<file path="config.mk">
export PLATFORM = sky130hd
export DESIGN_NAME = multi_stopwatch_core
export DESIGN_NICKNAME = d
export VERILOG_FILES = /design/src/rtl/multi_stopwatch_core.sv
export SDC_FILE = /design/constraint.sdc
export NUM_CORES = 1
export LEC_CHECK = 0
export BUFFER_PORTS_ARGS = -buffer_cell sky130_fd_sc_hd__buf_2
export CELL_PAD_IN_SITES_DETAIL_PLACEMENT = 2
export CELL_PAD_IN_SITES_GLOBAL_PLACEMENT = 2
export CORE_MARGIN = 3
export CORE_UTILIZATION = 44
export DETAILED_ROUTE_END_ITERATION = 6
export GPL_TIMING_DRIVEN = 0
export PLACE_DENSITY_LB_ADDON = 0.1
export SETUP_SLACK_MARGIN = 0.5
export SYNTH_ARGS = -nofsm -noshare
export SYNTH_HDL_FRONTEND = slang
export SYNTH_SLANG_ARGS = --single-unit
</file>
<file path="constraint.sdc">
create_clock -name clk -period 6.04 [get_ports clk]
set_input_delay 1.208 -clock clk [delete_from_list [all_inputs] [get_ports clk]]
set_output_delay 1.208 -clock clk [all_outputs]
set_load 0.02 [all_outputs]
</file>
<file path="src/rtl/multi_stopwatch_core.sv">
// Multi-channel BCD stopwatch with per-channel run/pause/split control and a circular
// stash of captured readings. Each channel counts 00..99 on a shared one-second tick.
//
//   state   | meaning
//   IDLE    | cleared, not counting
//   RUN     | counting, display follows count
//   PAUSE   | stopped, display follows (frozen) count
//   SPLIT   | counting, display frozen at split entry
module multi_stopwatch_core #(
   parameter int CHANNELS    = 2,
   parameter int CLK_FREQ    = 100000000,
   parameter int STASH_DEPTH = 5,
   localparam int SELW = (CHANNELS > 1) ? $clog2(CHANNELS) : 1,
   localparam int CNTW = $clog2(STASH_DEPTH + 1)
) (
   input  logic                clk,
   input  logic                reset,
   input  logic                trig,
   input  logic                split,
   input  logic                clr_ch,
   input  logic                toggle,
   input  logic                sample,
   input  logic                next_sample,
   output logic [SELW-1:0]     sel,
   output logic [CHANNELS-1:0] sel_onehot,
   output logic [CHANNELS-1:0] run_mask,
   output logic [15:0]         time_reading,
   output logic [SELW-1:0]     stash_ch,
   output logic [CNTW-1:0]     stash_count
);

   localparam int PSW = $clog2(CLK_FREQ);
   localparam int PW  = $clog2(STASH_DEPTH);

   typedef enum logic [1:0] {S_IDLE, S_RUN, S_PAUSE, S_SPLIT} ch_state_t;

   logic [PSW-1:0] ps_q;
   logic           tick;
   logic [SELW-1:0] sel_q;

   ch_state_t  st_q   [CHANNELS];
   ch_state_t  st_d   [CHANNELS];
   logic [7:0] cnt_q  [CHANNELS];
   logic [7:0] cnt_d  [CHANNELS];
   logic [7:0] disp_q [CHANNELS];
   logic [7:0] disp_d [CHANNELS];

   logic [SELW+7:0] mem_q [STASH_DEPTH];
   logic [PW-1:0]   wr_q, wr_d, rd_q, rd_d, oldest;
   logic [CNTW-1:0] sc_q, sc_d;
   logic [SELW+7:0] entry;
   int              oldest_i;

   function automatic logic [7:0] bcd_inc(input logic [7:0] v);
      logic [3:0] t, o;
      t = v[7:4];
      o = v[3:0];
      if (o >= 4'd9) begin
         o = 4'd0;
         t = (t >= 4'd9) ? 4'd0 : t + 4'd1;
      end else begin
         o = o + 4'd1;
      end
      return {t, o};
   endfunction

   function automatic logic [PW-1:0] ptr_inc(input logic [PW-1:0] p);
      return (p == PW'(STASH_DEPTH - 1)) ? '0 : p + 1'b1;
   endfunction

   function automatic logic [PW-1:0] ptr_dec(input logic [PW-1:0] p);
      return (p == '0) ? PW'(STASH_DEPTH - 1) : p - 1'b1;
   endfunction

   assign tick = (ps_q == PSW'(CLK_FREQ - 1));

   always_ff @(posedge clk) begin
      if (reset) begin
         ps_q  <= '0;
         sel_q <= '0;
      end else begin
         ps_q <= tick ? '0 : ps_q + 1'b1;
         if (toggle)
            sel_q <= (sel_q == SELW'(CHANNELS - 1)) ? '0 : sel_q + 1'b1;
      end
   end

   // Commands act on sel_q, i.e. the selection before any same-cycle toggle.
   always_comb begin
      for (int i = 0; i < CHANNELS; i++) begin
         st_d[i]  = st_q[i];
         cnt_d[i] = cnt_q[i];
         if (tick && (st_q[i] == S_RUN || st_q[i] == S_SPLIT))
            cnt_d[i] = bcd_inc(cnt_q[i]);
         if (sel_q == SELW'(i)) begin
            if (clr_ch) begin
               st_d[i]  = S_IDLE;
               cnt_d[i] = 8'h00;
            end else if (trig) begin
               case (st_q[i])
                  S_IDLE:  st_d[i] = S_RUN;
                  S_RUN:   st_d[i] = S_PAUSE;
                  S_PAUSE: st_d[i] = S_RUN;
                  S_SPLIT: st_d[i] = S_PAUSE;
                  default: st_d[i] = S_IDLE;
               endcase
            end else if (split) begin
               if (st_q[i] == S_RUN)        st_d[i] = S_SPLIT;
               else if (st_q[i] == S_SPLIT) st_d[i] = S_RUN;
            end
         end
         disp_d[i] = (st_q[i] == S_SPLIT && st_d[i] == S_SPLIT) ? disp_q[i] : cnt_d[i];
      end
   end

   always_ff @(posedge clk) begin
      for (int i = 0; i < CHANNELS; i++) begin
         if (reset) begin
            st_q[i]   <= S_IDLE;
            cnt_q[i]  <= 8'h00;
            disp_q[i] <= 8'h00;
         end else begin
            st_q[i]   <= st_d[i];
            cnt_q[i]  <= cnt_d[i];
            disp_q[i] <= disp_d[i];
         end
      end
   end

   always_comb begin
      oldest_i = int'(wr_q) + STASH_DEPTH - int'(sc_q);
      if (oldest_i >= STASH_DEPTH)
         oldest_i = oldest_i - STASH_DEPTH;
      oldest = PW'(oldest_i);
   end

   always_comb begin
      wr_d = wr_q;
      rd_d = rd_q;
      sc_d = sc_q;
      if (sample) begin
         rd_d = wr_q;
         wr_d = ptr_inc(wr_q);
         if (sc_q != CNTW'(STASH_DEPTH))
            sc_d = sc_q + 1'b1;
      end else if (next_sample && sc_q != '0) begin
         rd_d = (rd_q == oldest) ? ptr_dec(wr_q) : ptr_dec(rd_q);
      end
   end

   always_ff @(posedge clk) begin
      if (reset) begin
         wr_q <= '0;
         rd_q <= '0;
         sc_q <= '0;
      end else begin
         wr_q <= wr_d;
         rd_q <= rd_d;
         sc_q <= sc_d;
      end
   end

   // Entry storage needs no reset: stash_count gates every read.
   always_ff @(posedge clk) begin
      if (!reset && sample)
         mem_q[wr_q] <= {sel_q, disp_q[sel_q]};
   end

   assign entry = mem_q[rd_q];

   always_comb begin
      for (int i = 0; i < CHANNELS; i++)
         run_mask[i] = (st_q[i] == S_RUN) || (st_q[i] == S_SPLIT);
   end

   assign sel          = sel_q;
   assign sel_onehot   = CHANNELS'(1) << sel_q;
   assign stash_count  = sc_q;
   assign stash_ch     = (sc_q == '0) ? '0 : entry[SELW+7:8];
   assign time_reading = {disp_q[sel_q], (sc_q == '0) ? 8'h00 : entry[7:0]};

endmodule

</file>
==> impl_metrics.ini <==
[run_status]
status = finished clean

[drt]
ant_nets = 0
wl_per_cell_um = 23.58
first_pass_iters = 4
vias_per_cell = 5.550
wl_mm = 18.13
via_count = 4268
drt_iter0_drc = 196
remaining_drc_errors = 0

[power]
p_seq_frac = 0.419
switching_power_mw = 0.5269
p_int_mw = 1.605
p_sw_frac = 0.2472
p_leak_nw = 2.747
clkPwrFrac = 0.490
ir_drop_uv = 221.4
combPwrFrac = 0.091
powerDensity_nw_per_um2 = 309.0

[grt]
grt_pass1_vias = 4865
antenna_found_initial = 0
grt_pass1_wl_mm = 28.65
grtUsageTotal = 0.2616
grt_start_max_net_pins = 17
grt-ovfl-total = 0

[layout]
area_growth_pct = 16.87
final_cell_mix = 91 x nor2_1, 61 x dfxtp_1, 61 x edfxtp_1
layout_commonest_cell = nor2_1
antenna_cells = 0
postLayoutCellArea_um2 = 6899
nets = 625
drive_gt1_frac = 0.1709
final_util = 0.5358
fillers = 1289

[setup_path]
regToRegStartpoint = wr_q[2]$_SDFFE_PP0P_
crit_required_ns = 4.83
end_kind = output pin
reg2reg_slack_ns = 2.51
crit_type = register to output pin
reg2reg_depth = 11
cp.arrival_ns = 2.49
critPathLaunchType = register
cp_max_fo = 9

[synth]
synth_seq_area_share = 0.5172
syn-num-nets = 574
synthDistinctLibCells = 58
synthCells = 533
yosys_register_bits = 122
synth_area_um2 = 5903
synth_flop_cell = edfxtp_1
synth_edf_count = 61
avgSynthCellArea_um2 = 11.08
yosysWarningCount = 0
synth-async-reset-ratio = 0

[clocking]
cts_tree = built
clock-root-buffer = clkbuf_16
htree_num_levels = 4
cts-hold-fix-buffers = 0
clkSinkCount = 122
clk_pin_slew_ns = 0.06
cts.path.max_buffers = 2
clkLatencyLatePin_ns = 0.43
cts_resized = 0
cts_made_buffers = 17
cts_setup_buffers = 0

[die]
start_util = 0.4585
die_width_um = 121.8
dieArea_um2 = 14840
rows = 41
die_h_um = 121.8
num_io_pins = 33
core_area_um2 = 12880

[placement]
gp_congestion = 0.8030
io_buffers = 29
place_area_um2 = 6305
dpl.hpwl_mm = 11.99

[worst_hold_path]
holdPathEnd = ps_q[0]$_SDFF_PP0_
hp-class = register to register
holdPathStages = 1
hp-start = ps_q[0]$_SDFF_PP0_

[timing]
grt_setup_unrepaired = false
hold_viol = 0
setup_viol = 0
skew_ns = 0.01567
fmax_ghz = 0.2701
drv_slew = 0
period_minus_slack_ns = 3.703
worst-slew-pin-transition_ns = 1.085
min_period_over_period = 0.6131
slew_headroom = 0.2742
finalSetupTns_ns = 0

[run]
cap_viol_max_count = 0
-- Yosys cell counts (all sizes together) (2+ instances only) --
cell | count | share of area
a21o | 3 | 0.0038
a21oi | 18 | 0.015
o31ai | 3 | 0.0038
xnor2 | 15 | 0.022
nor2b | 5 | 0.0053
nor4 | 5 | 0.0089
o2bb2ai | 2 | 0.0030
buf | 5 | 0.0053
and2 | 6 | 0.0064
clkbuf | 14 | 0.0089
mux4 | 9 | 0.034
dfxtp | 61 | 0.21
nor3 | 18 | 0.016
nor3b | 3 | 0.0038
nand4 | 8 | 0.012
xor2 | 20 | 0.030
mux2 | 12 | 0.024
o21ai | 3 | 0.0025
a41oi | 5 | 0.0087
nor2 | 91 | 0.058
inv | 30 | 0.019
nor4b | 3 | 0.0095
nand3 | 19 | 0.018
or3 | 2 | 0.0021
mux2i | 17 | 0.029
edfxtp | 61 | 0.31
nand2b | 4 | 0.0042
ha | 32 | 0.068
or2 | 3 | 0.0032
and4 | 3 | 0.0045
and3 | 12 | 0.013
nand2 | 26 | 0.017
-- stage by stage --
| step | total power [mW] | setup slack [ns] | cells | hold slack (ns) |
|---|---|---|---|---|
| after floorplan | 1.035 | 3.103 | 533 | 0.4375 |
| after global placement | 1.077 | 2.164 | 734 | 0.4492 |
| after detailed placement | 1.100 | 2.575 | 737 | 0.4947 |
| after CTS | 2.146 | 2.267 | 769 | 0.5003 |
| after global routing | 2.207 | 2.127 | 769 | 0.5578 |
| final | 2.132 | 2.337 | 769 | 0.5003 |
-- per-layer routing --
metal / routed length [um] / GRT usage / share of wire / vias up
met5: 0 / 0 / 0 / -
met4: 499 / 0.1071 / 0.028 / 0
met3: 449 / 0.05385 / 0.025 / 35
met2: 9788 / 0.4814 / 0.54 / 75
met1: 7394 / 0.2934 / 0.41 / 2177
li1: - / - / - / 1981
-- worst max-delay path, stage by stage, from the launching register on --
cell and delay, ns:
dfxtp_1 0.33, clkbuf_1 0.64, mux4_2 0.63, mux2i_1 0.23, nor2_1 0.06, buf_2 0.18
-- flip-flops by register name, summed over array words and instances (netlist names), named ones only --
register     count
rd_q             3
disp_q          16
ps_q            27
wr_q             3
st_q             4
cnt_q           16
stash_count      3
mem_q           45
sel              1
-- power by group through the flow --
stage	Combinational, mW	Sequential (mW)	Clock (mW)
2_1_floorplan	0.128	0.906	0
3_3_place_gp	0.170	0.907	0
3_5_place_dp	0.190	0.910	0
4_1_cts	0.196	0.893	1.06
5_1_grt	0.216	0.894	1.10
6_report	0.194	0.893	1.04
-- cell type report --
| type | count | area [um2] | area share |
|---|---|---|---|
| multi-input cells | 362 | 2673 | 0.3874 |
| clock buffers | 20 | 446.7 | 0.06474 |
| flip-flops and latches | 122 | 3053 | 0.4425 |
| clock inverters | 12 | 147.6 | 0.02140 |
| inverters | 30 | 112.6 | 0.01632 |
| well taps | 172 | 215.2 | 0.03119 |
| plain buffers | 19 | 83.83 | 0.01215 |
| repair buffers | 32 | 167.7 | 0.02430 |
-- worst max-delay path by stage --
stage	depth (start not counted)	endpoint	slack (ns)	from
final	5	time_reading[3]	2.34	register
after global routing	5	time_reading[3]	2.13	register
after CTS	5	time_reading[3]	2.27	register
after detailed placement	11	register	2.58	wr_q[2]$_SDFFE_PP0P_
after global placement	3	mem_q[4][3]$_DFFE_PP_	2.16	reset
after floorplan	3	mem_q[0][0]$_DFFE_PP_	3.10	reset
-- cell families after synthesis --
family / synth area share
mux: 0.08669
buf+inv: 0.03328
compound gates: 0.04812
simple gates: 0.1916
fa+ha+maj: 0.07122
flops: 0.5172
xor+xnor: 0.05193
Power figures use the tool's default switching activity.
